## config.mk

```make
export PLATFORM = sky130hd
export DESIGN_NAME = counter_ctrl_unit
export DESIGN_NICKNAME = d
export VERILOG_FILES = /design/src/rtl/counter_ctrl_unit.sv
export SDC_FILE = /design/constraint.sdc
export NUM_CORES = 1
export LEC_CHECK = 0
export CAP_MARGIN = 20
export CORE_MARGIN = 5
export CORE_UTILIZATION = 35
export CTS_CLUSTER_DIAMETER = 50
export DETAILED_ROUTE_END_ITERATION = 10
export GPL_TIMING_DRIVEN = 1
export PLACE_DENSITY = 0.61
export SETUP_SLACK_MARGIN = 0.15
export SLEW_MARGIN = 20
export SYNTH_ARGS = -nofsm -noshare
export SYNTH_HDL_FRONTEND = slang
export SYNTH_SLANG_ARGS = --single-unit
```

## constraint.sdc

```tcl
create_clock -name clk -period 5.4 [get_ports clk]
set_input_delay 1.08 -clock clk [delete_from_list [all_inputs] [get_ports clk]]
set_output_delay 1.08 -clock clk [all_outputs]
set_load 0.005 [all_outputs]
```

## src/rtl/counter_ctrl_unit.sv

```systemverilog
// Button front end and run/stop/clear controller for the counter datapath.
// Raw buttons are synchronized, debounced and edge-detected; a Moore FSM turns presses into registered controls.
module counter_ctrl_unit #(
    parameter int DB_CYCLES = 100_000
) (
    input  logic clk,
    input  logic reset,
    input  logic btn_run,
    input  logic btn_clear,
    input  logic btn_dir,
    input  logic btn_mode,
    output logic en,
    output logic clear,
    output logic up_down,
    output logic mode
);

    localparam int NUM_BTN = 4;
    localparam int BTN_RUN = 0;
    localparam int BTN_CLR = 1;
    localparam int BTN_DIR = 2;
    localparam int BTN_MOD = 3;

    localparam int CNT_W = (DB_CYCLES < 1) ? 1 : $clog2(DB_CYCLES + 1);
    localparam logic [CNT_W-1:0] CNT_LAST = CNT_W'((DB_CYCLES < 1) ? 0 : DB_CYCLES - 1);
    localparam logic [CNT_W-1:0] CNT_MAX  = {CNT_W{1'b1}};

    typedef enum logic [1:0] {
        ST_STOP  = 2'd0,
        ST_RUN   = 2'd1,
        ST_CLEAR = 2'd2
    } state_t;

    // Saturating increment: the stability counter must never wrap back to zero.
    function automatic logic [CNT_W-1:0] sat_inc(input logic [CNT_W-1:0] v);
        return (v == CNT_MAX) ? v : v + {{(CNT_W-1){1'b0}}, 1'b1};
    endfunction

    logic [NUM_BTN-1:0] btn_raw_s;
    logic [NUM_BTN-1:0] sync1_r;
    logic [NUM_BTN-1:0] sync2_r;
    logic [NUM_BTN-1:0] deb_r;
    logic [NUM_BTN-1:0] deb_dly_r;
    logic [NUM_BTN-1:0] press_s;
    logic [CNT_W-1:0]   cnt_r [NUM_BTN];

    state_t state_r;
    state_t state_next_s;
    logic   en_r;
    logic   clear_r;
    logic   up_down_r;
    logic   mode_r;

    assign btn_raw_s = {btn_mode, btn_dir, btn_clear, btn_run};

    // Two-flop synchronizer for all raw button inputs.
    always_ff @(posedge clk or posedge reset) begin
        if (reset) begin
            sync1_r <= {NUM_BTN{1'b0}};
            sync2_r <= {NUM_BTN{1'b0}};
        end else begin
            sync1_r <= btn_raw_s;
            sync2_r <= sync1_r;
        end
    end

    // Debounce: accept a new level only after DB_CYCLES consecutive differing samples.
    always_ff @(posedge clk or posedge reset) begin
        if (reset) begin
            deb_r <= {NUM_BTN{1'b0}};
            for (int i = 0; i < NUM_BTN; i++) begin
                cnt_r[i] <= {CNT_W{1'b0}};
            end
        end else begin
            for (int i = 0; i < NUM_BTN; i++) begin
                if (sync2_r[i] == deb_r[i]) begin
                    cnt_r[i] <= {CNT_W{1'b0}};
                end else if (cnt_r[i] >= CNT_LAST) begin
                    deb_r[i] <= sync2_r[i];
                    cnt_r[i] <= {CNT_W{1'b0}};
                end else begin
                    cnt_r[i] <= sat_inc(cnt_r[i]);
                end
            end
        end
    end

    // Delayed debounced level for rising-edge detection.
    always_ff @(posedge clk or posedge reset) begin
        if (reset) begin
            deb_dly_r <= {NUM_BTN{1'b0}};
        end else begin
            deb_dly_r <= deb_r;
        end
    end

    // Press events: one cycle per rising edge of the debounced level, none on release.
    always_comb begin
        press_s = deb_r & ~deb_dly_r;
    end

    // FSM state register.
    always_ff @(posedge clk or posedge reset) begin
        if (reset) begin
            state_r <= ST_STOP;
        end else begin
            state_r <= state_next_s;
        end
    end

    // Next-state logic; clear wins over run in STOP, and nothing is queued across states.
    always_comb begin
        state_next_s = state_r;
        case (state_r)
            ST_STOP: begin
                if (press_s[BTN_CLR]) begin
                    state_next_s = ST_CLEAR;
                end else if (press_s[BTN_RUN]) begin
                    state_next_s = ST_RUN;
                end else begin
                    state_next_s = ST_STOP;
                end
            end
            ST_RUN: begin
                if (press_s[BTN_RUN]) begin
                    state_next_s = ST_STOP;
                end else begin
                    state_next_s = ST_RUN;
                end
            end
            ST_CLEAR: begin
                state_next_s = ST_STOP;
            end
            default: begin
                state_next_s = ST_STOP;
            end
        endcase
    end

    // Registered Moore outputs, decoded from the next state so they track state_r exactly.
    always_ff @(posedge clk or posedge reset) begin
        if (reset) begin
            en_r      <= 1'b0;
            clear_r   <= 1'b0;
            up_down_r <= 1'b1;
            mode_r    <= 1'b0;
        end else begin
            en_r      <= (state_next_s == ST_RUN);
            clear_r   <= (state_next_s == ST_CLEAR);
            up_down_r <= up_down_r ^ press_s[BTN_DIR];
            mode_r    <= mode_r ^ press_s[BTN_MOD];
        end
    end

    assign en      = en_r;
    assign clear   = clear_r;
    assign up_down = up_down_r;
    assign mode    = mode_r;

endmodule

```

Yosys cells after proc, flatten, opt, wreduce, memory -nomap -nowiden
Cells that the tools add are included.

storage, ports and cells
  output and inout port bits = 4
  bits in registers = 90
  input bits = 6
  word-level logic and storage cells = 68

cells by class
  muxes and demuxes = 16
  bitwise gates (word level) = 8
  equality and inequality tests = 15
  add/subtract/negate cells = 4
  order comparisons = 4
  reduce and logical (&&, ||, !) cells = 5

operators by type and width
  cell                     number
  $mux W17                 12
  $add A17 B1 Y17 const B  4
  $eq A17 B17 Y1 const B   4
  $ge A17 B17 Y1 const B   4
  $ne A3 B3 Y1 const B     4
  $reduce_and A2 Y1        4
  $and A4 B4 Y4            1
  $eq A1 B1 Y1             4
  $eq A2 B1 Y1 const B     2
  $not A1 Y1               4
  $not A4 Y4               1
  $pmux W2 S2              1
  $eq A2 B2 Y1 const B     1
  $logic_not A2 Y1         1
  $mux W1                  2
  $mux W2                  1
  $xor A1 B1 Y1            2

Logic depth before layout (Yosys ltp)
Gate-level depths: netlist (run 1).

  word-level depth = 6
  depth in mapped cells = 11
  depth with buffers taken out = 10

Worst setup path after synthesis (run 1)
OpenSTA, ideal clock, no wires.

  path type = flip-flop to flip-flop
  start point = reg cnt_r[39] in the netlist's numbering
  end point = reg cnt_r[40] in the netlist's numbering
  library setup time = 0.122 ns
  cell stages (with the launch flop) = 12
  path buffers = 1
  period minus slack after synthesis = 2.370 ns
  data arrival time = 2.248 ns
  slack = 3.030 ns
  required time = 5.278 ns
  cells stage by stage = dfrtp_1 nand3_1 nor4_1 nand3_1 nor3_1 ha_1 clkbuf_1 nor2b_1 nor2b_1 nand2_1 xor2_1 nor2_4

between the ends
  cells in the longest elaborated chain, start to end = 4
  elaborated cells between the ends (all ways) = 7
  classes of those cells = add/sub: 1; order compare: 1; eq/ne: 2; mux: 3

ends and longest elaborated chain
  item                               line  text
  from (decl)                        45    logic [CNT_W-1:0] cnt_r [NUM_BTN];
  from (signal, indexed assignment)  72    cnt_r[i] <= {CNT_W{1'b0}};
  from (signal, indexed assignment)  77    cnt_r[i] <= {CNT_W{1'b0}};
  from (signal, indexed assignment)  80    cnt_r[i] <= {CNT_W{1'b0}};
  $add A17 B1 Y17                    36    return (v == CNT_MAX) ? v : v + {{(CNT_W-1){1'b0}}, 1'b1};
  $mux W17                           36
  $mux W17                           78    end else if (cnt_r[i] >= CNT_LAST) begin
  $mux W17                           76    if (sync2_r[i] == deb_r[i]) begin

Parallel ways exist; a longest one is shown, timed or not. The select of a mux whose other input is x is not followed.
A chain may end at the register's enable or synchronous reset.

Worst setup path in the final report (run 1)
Same ends and word-level chain as after synthesis.

==> results.txt, run 1 <==
Minimum clock period - 2.59 ns
CP max-delay cell - nor4_1
Max Cap Viol - 0
Final WS setup - 2.81 ns
Antenna violations before repair - 0
Layout cells sized above 1 - 8.71%
Max incr delay on CP - 0.50 ns
Skew final - 0.00772 ns
Hold slack - 0.352 ns
EDFF count, synth - 0
First-pass GRT wire length - 13000 µm
Family with the most delay on the worst path - simple AND/OR/NAND/NOR gates
CTS Sinks - 90
Switch Pwr - 279 µW
Switch share - 21.2%
Layout overhead on the synthesized area - 12.0%
Max Fclk - 386 MHz
CP cell instances - nand3_1 > nor4_1 > nand3_1 > nor3_1 > ha_1 > nor2b_1 > nor2b_1 > nand2_1 > xor2_1 > nor2_4
Sequential power share - 52.8%
GRT overflow - 0
Post-synth top area cell - dfrtp_1
Met2 routed WL - 3170 µm
Syn Nets - 421
Die Wd - 121 µm
Core area - 12100 µm²
Final setup violation count - 0
DP Worst Slack - 2.71 ns
Post-Route WL - 6970 µm
Vert. Die Dim - 121 µm
Clk slew on worst S/H paths - 0.06 ns
Logic pwr share - 4.0%
Yosys warnings - 0
WS Path Type - flip-flop to flip-flop
GRT Total Usage - 10.8%
Status - finished, final reports clean
Synth async-reset ratio - 100%
Area of the multi-input gates - 1990 µm²
Most common cell in the netlist - dfrtp_1
Critical path buffers and inverters - 0
Uppermost layer routed - met4
Final slew viol count - 0
Cts hold-fix bufs - 0
Post-detailed-route count of antenna-violating nets - 0
Netlist cell types - 44
Clock share of power - 43.2%
Int Pwr - 1040 µW
Fin cells - 593
Average wire per standard cell - 11.8 µm
Cts bufs inserted - 9
N_diodes - 0
Setup crit end kind - flip-flop
Routed wl met3 - 262 µm
Top-level port count - 10
Final Cycle Share - 48.0%
Seq/Total Area, Yosys - 52.0%
Relative slew slack - 28.9%
Syn_area_per_cell - 10.6 µm²
Measured slew at the worst slew-check pin - 1.07 ns
LEAKAGE - 0.00209 µW
Initial core utilization - 35.9%
Max H-tree Level - 3
Placer Congestion - 0.754
DRT iter0 DRCs - 132
CP max FO - 6
Clock root cell - clkbuf_16
FF+latch area - 2250 µm²
Design Power - 1320 µW
Share of the synthesized area in the top cell type - 51.4%
Cell count after synthesis - 407
Cell Pwr Density - 271 nW/µm²
Die Area - 14700 µm²
Total negative slack - 0 ns
Worst endpoint data arrival time - 2.78 ns
Largest net degree at the start of global routing - 52
DRT Pass-1 Iters - 5
Primary FF master, synth - dfrtp_1
Mapped Area - 4330 µm²
WP data required - 5.58 ns
RSZ-0062 raised after global routing - no
Worst setup path start - cnt_r[39]
Yosys reg bits - 90
Via count - 2789
Vias in the first global route - 2831
# port buffers - 9
Dpl cells - 577
Worst r2r src - cnt_r[39]
Hold crit path type - flip-flop to flip-flop
Net total in the final layout - 434
Remaining DRCs - 0
Filler cells - 1194
CTS tree - done
VDD IR-drop max - 0.000133 V
Hold_sp - sync1_r[2]
DRT met1 WL - 3480 µm
Post-CTS Setup Repair Bufs - 0
DR vias/cell - 4.70
Row cnt - 40
Post-synth top cells - dfrtp_1, nor2_1, xor2_1
Clock Path Buffers - 2
Worst-Skew Late Latency - 0.34 ns
Post-cts resize count - 0
Final HPWL DP - 4770 µm
Startpoint types - flip-flop
Final hold vios - 0
Top cells by area, synth - dfrtp_1, xor2_1, nor2_1
## worst reg2reg max path, cell delays in order, from the launching register on
cell and delay [ns]:
dfrtp_1 0.42, nand3_1 0.14, nor4_1 0.50, nand3_1 0.14, nor3_1 0.21, ha_1 0.33, nor2b_1 0.12, nor2b_1 0.20
nand2_1 0.09, xor2_1 0.25, nor2_4 0.04
## layer usage
metal	vias up	track usage, %
met5	-	0
met4	0	2.59
met3	5	4.15
met2	31	17.2
met1	1354	13.9
li1	1399	-
## cells in the final DEF, fill, tap and decap left out, drive strengths merged, types with 2 or more instances in the layout
cell | Yosys | layout
and4 | 3 | 3
clkinv | 0 | 4
inv | 5 | 4
and3 | 9 | 9
nand4 | 8 | 8
nor4 | 8 | 8
clkdlybuf4s50 | 0 | 9
nand2 | 28 | 28
nand3 | 33 | 33
nor2 | 81 | 81
a21oi | 7 | 7
nor3b | 2 | 2
ha | 8 | 8
nand2b | 6 | 6
mux2i | 8 | 8
nor3 | 5 | 5
xor2 | 43 | 43
xnor2 | 23 | 23
dfrtp | 89 | 89
nand4b | 2 | 2
clkbuf | 2 | 13
mux2 | 4 | 4
o21ai | 5 | 5
nor2b | 7 | 7
## cell families after synthesis
logic type / count (synthesis) / share of synthesized area (%)
AND/OR/NAND/NOR: 197 / 24.2
flip-flops: 90 / 52.0
XOR/XNOR: 66 / 13.3
AO/OA/AOI/OAI: 21 / 3.29
buffers and inverters: 13 / 1.94
multiplexers: 12 / 2.89
adder cells (fa/ha/maj): 8 / 2.31
## stage by stage
step | cell area (µm²) | util [%]
after floorplan | 4330 | -
after global placement | 4580 | 37.9
after detailed placement | 4580 | 37.9
after CTS | 4850 | 40.2
after global routing | 4850 | 40.2
final | 4850 | 40.2
## flip-flops by register name, summed over array words and instances, names as in the netlist
register / flops
deb_dly_r: 4
state_r: 2
en: 1
sync1_r: 4
up_down: 1
sync2_r: 4
mode: 1
cnt_r: 68
deb_r: 4
clear: 1
## path summary, 6_finish.rpt
path / to / slack [ns] / cells after the start
max: cnt_r[40] / 2.81 / 10
max in group asynchronous: up_down / 3.17 / 3
min in group asynchronous: cnt_r[10] / 1.23 / 2
min: sync2_r[2] / 0.35 / 0
min reg2reg: sync2_r[2] / 0.35 / 0
max reg2reg: cnt_r[40] / 2.81 / 10
## layout make-up
type | instances | share of cell area [%]
clock buffers | 13 | 5.36
clock inverters | 3 | 0.310
inverters | 5 | 0.413
multi-input cells | 304 | 41.1
flip-flops and latches | 90 | 46.5
well taps | 168 | 4.33
repair buffers | 10 | 2.01
## power by group through the flow
stage / combinational, µW / sequential (µW) / clock (µW)
detailed placement: 54.6 / 707 / 0
global route: 62.1 / 696 / 624
CTS: 55.0 / 695 / 591
global placement: 52.7 / 706 / 0
finish: 52.8 / 695 / 568
floorplan: 43.6 / 705 / 0
(Power assumes the default switching activity.)
==> run 2, diff against run 1 <==
--- a/config.mk
+++ b/config.mk
@@ -11,7 +11,7 @@
 export CTS_CLUSTER_DIAMETER = 50
 export DETAILED_ROUTE_END_ITERATION = 10
 export GPL_TIMING_DRIVEN = 1
-export PLACE_DENSITY = 0.61
+export PLACE_DENSITY = 0.63
 export SETUP_SLACK_MARGIN = 0.15
 export SLEW_MARGIN = 20
 export SYNTH_ARGS = -nofsm -noshare
==> constraint.sdc (replaced) <==
create_clock -name clk -period 2.2 [get_ports clk]
set_input_delay 0.44 -clock clk [delete_from_list [all_inputs] [get_ports clk]]
set_output_delay 0.44 -clock clk [all_outputs]
set_load 0.005 [all_outputs]
==> run 2 against run 1 <==
First-iteration DRC count rose by 33%. Count of clock-buffer cells in the layout fell by 2. Design area rose by 16%. Combinational power rose to 3.1 times the previous value. Total power rose to 2.6 times the previous value. Die area did not move. Sequential share of layout area fell by 6.4 points. Non-clock buffer count rose by 59. Maximum frequency rose by 29%. Register-to-register slack got worse by 2.6 ns. Via count rose by 10%. Clock skew rose by 0.0021 ns. Largest cell class is now multi-input combinational cells. Highest routed layer unchanged.
==> results.txt, run 2 (synthesis gave the netlist of run 1 again) <==
Skew final - 0.00983 ns (was 0.00772 ns)
VDD IR-drop max - 0.000408 V (was 0.000133 V)
Final hold vios - 0 (unchanged)
Via count - 3071 (was 2789)
Vias in the first global route - 3135 (was 2831)
LEAKAGE - 0.00247 µW (was 0.00209 µW)
Placer Congestion - 0.770 (was 0.754)
Cell Pwr Density - 596 nW/µm² (was 271 nW/µm²)
Setup crit end kind - flip-flop (unchanged)
Startpoint types - flip-flop (unchanged)
Max H-tree Level - 3 (unchanged)
DP Worst Slack - 0.0292 ns (was 2.71 ns)
WS Path Type - flip-flop to flip-flop (unchanged)
Max Fclk - 498 MHz (was 386 MHz)
Most common cell after layout, fill and taps aside - dfrtp_1 (unchanged)
Top-level port count - 10 (unchanged)
Clock Path Buffers - 2 (unchanged)
Hold crit path type - flip-flop to flip-flop (unchanged)
Hold slack - 0.351 ns (was 0.352 ns)
Fin cells - 652 (was 593)
Average wire per standard cell - 12.5 µm (was 11.8 µm)
Post-Route WL - 8130 µm (was 6970 µm)
Relative slew slack - 66.8% (was 28.9%)
Clock root cell - clkbuf_16 (unchanged)
Final Util - 46.7% (was 40.2%)
Measured slew at the worst slew-check pin - 0.499 ns (was 1.07 ns)
N_diodes - 0 (unchanged)
Remaining DRCs - 0 (unchanged)
Antenna violations before repair - 0 (unchanged)
Cts bufs inserted - 9 (unchanged)
CP max FO - 4 (was 6)
Worst-Skew Late Latency - 0.34 ns (about the same)
DRT iter0 DRCs - 176 (was 132)
Largest net degree at the start of global routing - 46 (was 52)
GRT Total Usage - 11.8% (was 10.8%)
Vert. Die Dim - 121 µm (unchanged)
Core area - 12100 µm² (unchanged)
Net total in the final layout - 493 (was 434)
Largest Register - cnt_r (unchanged)
WP data required - 2.42 ns (was 5.58 ns)
Minimum clock period - 2.01 ns (was 2.59 ns)
Final Cycle Share - 91.3% (was 48.0%)
Die Area - 14700 µm² (unchanged)
First-pass GRT wire length - 14000 µm (was 13000 µm)
Worst endpoint data arrival time - 2.22 ns (was 2.78 ns)
Layout cells sized above 1 - 28.9% (was 8.71%)
Status - finished, final reports clean (unchanged)
Max reg flops - 68 (unchanged)
# port buffers - 9 (unchanged)
Total negative slack - 0 ns (unchanged)
DR vias/cell - 4.71 (was 4.70)
Final slew viol count - 0 (unchanged)
Initial core utilization - 35.9% (unchanged)
Final setup violation count - 0 (unchanged)
CTS tree - done (unchanged)
Post-detailed-route count of antenna-violating nets - 0 (unchanged)
RSZ-0062 raised after global routing - yes (was no)
Row cnt - 40 (unchanged)
DRT Pass-1 Iters - 4 (was 5)
Most frequent cells in the layout - dfrtp_1, nor2_1, buf_4 (was dfrtp_1, nor2_1, xor2_1)
Clk slew on worst S/H paths - 0.06 ns (about the same)
Final WS setup - 0.191 ns (was 2.81 ns)
Max Cap Viol - 0 (unchanged)
Final HPWL DP - 5350 µm (was 4770 µm)
Layout overhead on the synthesized area - 30.0% (was 12.0%)
Dpl cells - 612 (was 577)
Die Wd - 121 µm (unchanged)
CTS Sinks - 90 (unchanged)
GRT overflow - 0 (unchanged)
[run 2: metrics by stage]
step	instance area (µm²)	power, µW
final	5630	3360
after global routing	5630	3490
after CTS	5350	3420
after detailed placement	4930	1900
after global placement	4930	1890
after floorplan	4390	1840
[run 2: critical path, cell delays in order, from the launching register on]
cell     delay, ns
dfrtp_1       0.38
and4_4        0.20
and3_4        0.19
nand2_4       0.07
nor4_4        0.04
ha_4          0.18
buf_6         0.12
nor4_4        0.35
nand3_1       0.14
xor2_1        0.16
nor2_1        0.06
[run 2: layout make-up]
class                           instances  area, µm²
Clock inverter                          5       55.1
Tap cell                              168        210
Timing Repair Buffer                   69        589
Multi-Input combinational cell        304       2270
Inverter                                5       22.5
Sequential cell                        90       2250
Clock buffer                           11        233
Fill cell                            1075       6430
[run 2: worst paths after layout]
kind	slack (ns)	endpoint	depth (start not counted)	startpoint
max	0.19	cnt_r[30]	10	cnt_r[28]
min	0.35	sync2_r[0]	0	sync1_r[0]
max reg2reg	0.19	cnt_r[30]	10	cnt_r[28]
min reg2reg	0.35	sync2_r[0]	0	sync1_r[0]
max in group asynchronous	1.13	up_down	3	reset
min in group asynchronous	0.46	cnt_r[0]	2	reset
[run 2: repair_timing]
| item | CTS | global route |
|---|---|---|
| hold buffers | 0 | 0 |
| cloned | 0 | 0 |
| resized for setup | 14 | 38 |
| pin swaps | 6 | 32 |
| buffers inserted | 10 | 14 |
| endpoints found under the setup margin | 29 | 44 |
[run 2: per-layer routing]
metal / vias to the layer above / part of all wire [%] / GRT usage [%]
met2: 44 / 50 / 19.6
met1: 1501 / 45 / 14.5
li1: 1515 / - / -
met5: - / 0 / 0
met4: 0 / 1.5 / 4.06
met3: 11 / 3.2 / 3.59
[run 2: power by group]
part	internal (µW)	switching (µW)
Combinational	66.6	96.6
Sequential	1680	22.2
Clock	877	615
Total	2620	734
